[config.mk]
export PLATFORM = sky130hd
export DESIGN_NAME = led_pattern_gen
export DESIGN_NICKNAME = d
export VERILOG_FILES = /design/src/rtl/led_pattern_gen.sv
export SDC_FILE = /design/constraint.sdc
export NUM_CORES = 1
export LEC_CHECK = 0
export BUFFER_PORTS_ARGS = -buffer_cell sky130_fd_sc_hd__buf_2
export CORE_MARGIN = 8
export CORE_UTILIZATION = 30
export DETAILED_ROUTE_END_ITERATION = 8
export PLACE_DENSITY = 0.45
export SYNTH_ARGS = -nofsm -noshare
export SYNTH_HDL_FRONTEND = slang
export SYNTH_SLANG_ARGS = --single-unit
[constraint.sdc]
create_clock -name CLK -period 2.45 [get_ports CLK]
set_clock_uncertainty 0.05 [all_clocks]
set_input_delay 0.245 -clock CLK [delete_from_list [all_inputs] [get_ports CLK]]
set_output_delay 0.245 -clock CLK [all_outputs]
set_load 0.01 [all_outputs]
[src/rtl/led_pattern_gen.sv]
// Multi-pattern LED driver: a shared prescaler steps one of four runtime-selected
// patterns (binary count, bouncing scan, PWM breathe, blink-all) onto CHANNELS registered outputs.
module led_pattern_gen #(
    parameter int CHANNELS = 8,
    parameter int DIV      = 22,
    parameter int PWM_BITS = 8
) (
    input  logic                CLK,
    input  logic                RSTN,
    input  logic                EN,
    input  logic [1:0]          MODE,
    output logic [CHANNELS-1:0] OUT,
    output logic                TICK
);
    localparam int POSW = (CHANNELS > 1) ? $clog2(CHANNELS) : 1;

    localparam logic [1:0] M_COUNT   = 2'd0;
    localparam logic [1:0] M_SCAN    = 2'd1;
    localparam logic [1:0] M_BREATHE = 2'd2;

    localparam logic [POSW-1:0] POS_LAST = POSW'(CHANNELS - 1);
    localparam logic [POSW-1:0] POS_TURN = POSW'((CHANNELS > 1) ? CHANNELS - 2 : 0);
    localparam logic [POSW-1:0] POS_ONE  = POSW'(1);

    logic [DIV-1:0]      presc, presc_d;
    logic [1:0]          mode_q, mode_d;
    logic [CHANNELS-1:0] step, step_d;
    logic [POSW-1:0]     pos, pos_d;
    logic                dir_down, dir_down_d;
    logic [PWM_BITS-1:0] duty, duty_d;
    logic                ramp_down, ramp_down_d;
    logic [PWM_BITS-1:0] pwm_cnt, pwm_d;
    logic                blink, blink_d;
    logic                tick_i;
    logic [CHANNELS-1:0] pattern, out_d;

    // A pending mode change suppresses the step so the new pattern starts cleanly.
    assign tick_i = EN && (presc == '1) && (MODE == mode_q);

    always_comb begin
        pattern = '0;
        case (mode_q)
            M_COUNT:   pattern = step;
            M_SCAN:    pattern[pos] = 1'b1;
            M_BREATHE: pattern = {CHANNELS{pwm_cnt < duty}};
            default:   pattern = {CHANNELS{blink}};
        endcase
    end

    always_comb begin
        presc_d     = presc;
        mode_d      = mode_q;
        step_d      = step;
        pos_d       = pos;
        dir_down_d  = dir_down;
        duty_d      = duty;
        ramp_down_d = ramp_down;
        pwm_d       = pwm_cnt;
        blink_d     = blink;
        out_d       = OUT;
        if (EN) begin
            out_d = pattern;
            if (MODE != mode_q) begin
                mode_d      = MODE;
                presc_d     = '0;
                step_d      = '0;
                pos_d       = '0;
                dir_down_d  = 1'b0;
                duty_d      = '0;
                ramp_down_d = 1'b0;
                pwm_d       = '0;
                blink_d     = 1'b0;
            end else begin
                presc_d = presc + 1'b1;
                pwm_d   = pwm_cnt + 1'b1;
            end
            if (tick_i) begin
                case (mode_q)
                    M_COUNT: step_d = step + 1'b1;
                    M_SCAN: begin
                        // End positions turn around in place so each end is shown for one tick.
                        if (CHANNELS > 1) begin
                            if (!dir_down) begin
                                if (pos == POS_LAST) begin
                                    dir_down_d = 1'b1;
                                    pos_d      = POS_TURN;
                                end else begin
                                    pos_d = pos + 1'b1;
                                end
                            end else begin
                                if (pos == '0) begin
                                    dir_down_d = 1'b0;
                                    pos_d      = POS_ONE;
                                end else begin
                                    pos_d = pos - 1'b1;
                                end
                            end
                        end
                    end
                    M_BREATHE: begin
                        if (!ramp_down) begin
                            if (duty == '1) begin
                                ramp_down_d = 1'b1;
                                duty_d      = duty - 1'b1;
                            end else begin
                                duty_d = duty + 1'b1;
                            end
                        end else begin
                            if (duty == '0) begin
                                ramp_down_d = 1'b0;
                                duty_d      = duty + 1'b1;
                            end else begin
                                duty_d = duty - 1'b1;
                            end
                        end
                    end
                    default: blink_d = ~blink;
                endcase
            end
        end
    end

    always_ff @(posedge CLK or negedge RSTN) begin
        if (!RSTN) begin
            presc     <= '0;
            mode_q    <= M_COUNT;
            step      <= '0;
            pos       <= '0;
            dir_down  <= 1'b0;
            duty      <= '0;
            ramp_down <= 1'b0;
            pwm_cnt   <= '0;
            blink     <= 1'b0;
            OUT       <= '0;
            TICK      <= 1'b0;
        end else begin
            presc     <= presc_d;
            mode_q    <= mode_d;
            step      <= step_d;
            pos       <= pos_d;
            dir_down  <= dir_down_d;
            duty      <= duty_d;
            ramp_down <= ramp_down_d;
            pwm_cnt   <= pwm_d;
            blink     <= blink_d;
            OUT       <= out_d;
            TICK      <= tick_i;
        end
    end
endmodule

==> Word level (Yosys, flattened, before mapping) <==
Cells that the tools add are included.
{ "totals": {"register_bits": 63, "in_bits": 5, "out_inout_bits": 9, "elab_cells": 72} }
{ "classes": {"add_sub_neg": 7, "order_cmp": 3, "n_eq_ne": 7, "n_mux": 35, "bitwise": 1, "n_reduce_logical": 8} }
{ "op_table": {"columns": ["cell", "count"], "rows": [
  ["$mux 8", 10],
  ["$add 8x1->8 const B", 3],
  ["$pmux 8 s3", 1],
  ["$add 22x1->22 const B", 1],
  ["$eq 22x22->1 const B", 1],
  ["$mux 22", 1],
  ["$mux 3", 6],
  ["$mux 1", 16],
  ["$eq 8x8->1 const B", 1],
  ["$logic_not 8->1", 1],
  ["$lt 8x8->1", 1],
  ["$sub 8x1->8 const B", 1],
  ["$lt 3x4->1 const B", 1],
  ["$add 3x1->3 const B", 1],
  ["$demux 1 s3", 1],
  ["$eq 3x3->1 const B", 1],
  ["$ge 3x1->1 const B", 1],
  ["$logic_and 1x1->1", 3],
  ["$logic_not 3->1", 1],
  ["$reduce_or 3->1", 1],
  ["$sub 3x1->3 const B", 1],
  ["$eq 2x1->1 const B", 1],
  ["$eq 2x2->1", 1],
  ["$eq 2x2->1 const B", 1],
  ["4 further kinds", 4]
]} }

==> Logic depth before layout (Yosys ltp) <==
{ "depth": {"ltp_word": 6, "ltp_mapped": 8, "ltp_nobuf": 8} }

==> Least setup slack after synthesis <==
OpenSTA, ideal clock, no wires.
{ "synth_path": {"path_kind": "register to register", "start": "register presc[0]", "end": "register duty[7]", "setup_time_ns": 0.121, "arrival_ns": 2.000, "t_required_ns": 2.279, "setup_slack_ns": 0.278, "stages_incl_launch_ff": 8, "path_buffers": 0, "period_less_slack_ns": 2.172, "path_cell_list": "dfrtp_1 ha_1 nand4_2 or2_4 or4_4 nor3_2 a21oi_1 o22a_1"} }
{ "synth_between": {"elab_chain_cells": 4} }
{ "synth_lines": {"columns": ["element", "line", "rtl"], "rows": [
  ["from (decl)", "25", "logic [DIV-1:0] presc, presc_d;"],
  ["from (signal assigned)", "137", "presc <= presc_d;"],
  ["$eq 22x22->1", "38", "assign tick_i = EN && (presc == '1) && (MODE == mode_q);"],
  ["$logic_and 1x1->1 (2 in series)", "38", null],
  ["$mux 8", "77", "if (tick_i) begin"],
  ["to (signal assigned)", "142", "duty <= duty_d;"],
  ["to (decl)", "30", "logic [PWM_BITS-1:0] duty, duty_d;"]
]} }
No other way between the ends.
A chain may end at the register's enable or synchronous reset.

==> Worst setup path after layout <==
{ "layout_path": {"start": "register presc[1]", "end": "register duty[7]"} }
The elaborated chain is that of the path after synthesis.

==> flow_metrics.env <==
export IMPL_stdcell_area_um2=4380
export IMPL_viasPerCell=5.04
export IMPL_synth_distinct_cells=59
export IMPL_synth_edf_count=0
export IMPL_slew_viol_final=0
export IMPL_pin_count=14
export IMPL_worstMarginPinSlew_ps=682
export IMPL_path_cells="ha_1 -> nand4_2 -> or2_4 -> or4_4 -> nor3_2 -> a21oi_1 -> o22a_1"
export IMPL_die_w_um=128
export IMPL_avgSynthCellArea_um2=9.13
export IMPL_clock_sinks=63
export IMPL_drive_gt1_frac=0.141
export IMPL_synth_flop_cell="dfrtp_1"
export IMPL_grt_pass1_wl_um=15000
export IMPL_clock_latency_ps=330
export IMPL_slowest_delay_ps=530
export IMPL_max_freq_mhz=447
export IMPL_cts_path_max_buffers=2
export IMPL_cp_top_family="simple AND/OR/NAND/NOR gates"
export IMPL_synth_area_leader_cell="dfrtp_1"
export IMPL_ys_warn_count=0
export IMPL_startpoint="presc[1]"
export IMPL_cp_num_cells=7
export IMPL_worstPathMaxFanout=4
export IMPL_tns_ps=0
export IMPL_grt_pass1_vias=2872
export IMPL_wl_met1_um=4410
export IMPL_leakage_nw=1.92
export IMPL_hold_end="mode_q[1]"
export IMPL_worstPathRequired_ps=2620
export IMPL_r2r_start="presc[1]"
export IMPL_final_antenna_net_count=0
export IMPL_pre_cts_ws_ps=210
export IMPL_min_path_cells=2
export IMPL_wl_um=8960
export IMPL_die_area_um2=16300
export IMPL_wl_met3_um=329
export IMPL_dr_wl_met2_um=4070
export IMPL_synth_top_cells_by_count="63 x dfrtp_1, 42 x nor2_1, 40 x nand2_1, 26 x nand3_1"
export IMPL_fp_dieH_um=128
export IMPL_grt_overflow_total=0
export IMPL_grt_max_degree=35
export IMPL_synth_cells=410
export IMPL_synth_nets=432
export IMPL_clk_pin_slew_worst_paths_ps=50
export IMPL_dp_hpwl_um=6490
export IMPL_drt_iter0_drc=161
export IMPL_final_hold_viol_count=0
export IMPL_status="finished clean"
export IMPL_synth_most_common_cell="dfrtp_1"
export IMPL_irDropWorstVdd_mv=0.318
export IMPL_holdCritStartpoint="MODE[1]"
export IMPL_place_congestion=0.784
export IMPL_antenna_cells=0
export IMPL_nets=457
export IMPL_cts_tree="built"
export IMPL_r2r_end="duty[7]"
export IMPL_cap_violations=0
export IMPL_via_count=3083
export IMPL_synth_top_area_frac=0.421
export IMPL_place_inst=595
export IMPL_cts_root_buf="clkbuf_16"
export IMPL_wire_per_inst_um=14.6
export IMPL_grtUsageTotal=0.118
export IMPL_power_density_nw_per_um2=588
export IMPL_cp_num_buf_inv=0
export IMPL_final_cells=612
export IMPL_setup_viol=0
export IMPL_end_kind="register"
export IMPL_rows=41
export IMPL_layout_min_cycle_time_ps=2240
export IMPL_synthTopCellsByArea="dfrtp_1 42%, ha_1 5.7%, nor2_1 4.2%"
export IMPL_drt_pass1_iter_count=4
export IMPL_period_share=0.912
export IMPL_core_um2=12400
export IMPL_critPathKind="reg -> reg"
export IMPL_relSlewSlack=0.543
export IMPL_ys_async_sr_fraction=1.00
export IMPL_synthToLayoutAreaGrowth_pct=17.0
export IMPL_cp_slowest_cell="or4_4"
export IMPL_hold_class="in -> reg"
export IMPL_synth_seq_area_share=0.421
export IMPL_io_buffers=13
export IMPL_postPlaceCellArea_um2=4070
export IMPL_start_util=0.301
export IMPL_grt_setup_unrepaired="false"
export IMPL_ys_seq_elements=63
export IMPL_cts_buffers=9
export IMPL_rrSetupSlack_ps=210
export IMPL_post_route_drc_count=0
export IMPL_cp_start_kind="register"
export IMPL_clock_tree_htree_level_count=3
export IMPL_postCtsSetupBuffers=0
export IMPL_crit_arrival_ps=2410
export IMPL_finalPower_mw=2.57
export IMPL_finalWorstSetupSlack_ps=215
export IMPL_rr_worst_depth=7
export IMPL_highest_layer="met4"
export IMPL_synth_area_um2=3740
export IMPL_antenna_found_initial=0
worst max-delay path by stage:
stage,endpoint,slack [ps]
finish,duty[7],210
CTS,step[5],190
floorplan,duty[7],280
global route,duty[2],20
global placement,duty[7],240
detailed placement,duty[7],210
sequential cells by signal, summed over array words and instances (netlist names):
| register | count |
|---|---|
| step | 8 |
| pos | 3 |
| TICK | 1 |
| ramp_down | 1 |
| presc | 22 |
| duty | 8 |
| blink | 1 |
| mode_q | 2 |
| dir_down | 1 |
| pwm_cnt | 8 |
| OUT | 8 |
per-layer routing:
metal	track usage	up-vias
li1	-	1525
met1	0.153	1504
met2	0.180	45
met3	0.0291	9
met4	0.0545	0
met5	0	-
what timing repair did:
| action | 4_1_cts | 5_1_grt |
|---|---|---|
| hold buffers | 1 | 0 |
| endpoints found under the hold margin | 22 | 0 |
| gates resized for setup | 0 | 0 |
placed cells by master (no fill, tap or decap), drive strengths merged, types with 4 or more instances in the layout:
cell     n
dfrtp   63
nor2    44
nand2   40
buf     30
nand3   26
o21ai   24
a21oi   20
ha      17
inv     15
nand4   15
xor2    14
clkbuf  13
xnor2    9
a31oi    9
nor3     9
a21o     8
nor4     8
nor2b    7
mux2i    7
and3     6
or2      5
o31ai    4
logic make-up after synthesis:
kind of cell | share of synthesized area
mux | 0.0247
xor+xnor | 0.0538
buf+inv | 0.0371
flops | 0.421
simple gates | 0.255
fa+ha+maj | 0.0568
compound gates | 0.151
report_power, final:
part | internal (mW) | total [mW] | switching (mW)
sequential | 1.07 | 1.08 | 0.0182
clock | 0.814 | 1.28 | 0.466
combinational | 0.0688 | 0.209 | 0.140
through the flow:
step | hold WS, ps | util
2_1_floorplan | -101 | -
3_3_place_gp | 240 | 0.328
3_5_place_dp | 238 | 0.328
4_1_cts | 113 | 0.353
5_1_grt | 120 | 0.353
6_report | 120 | 0.353
cell type report:
type                       count  area, µm²
sequential                    63       1580
clock buffer                  13        250
clock inverter                 3       42.5
multi-input combinational    314       2030
inverter                      16       60.1
timing repair buffer          31        203
fill                        1288       8040
tap                          172        215
No activity file was read; power rests on OpenSTA's default activity.
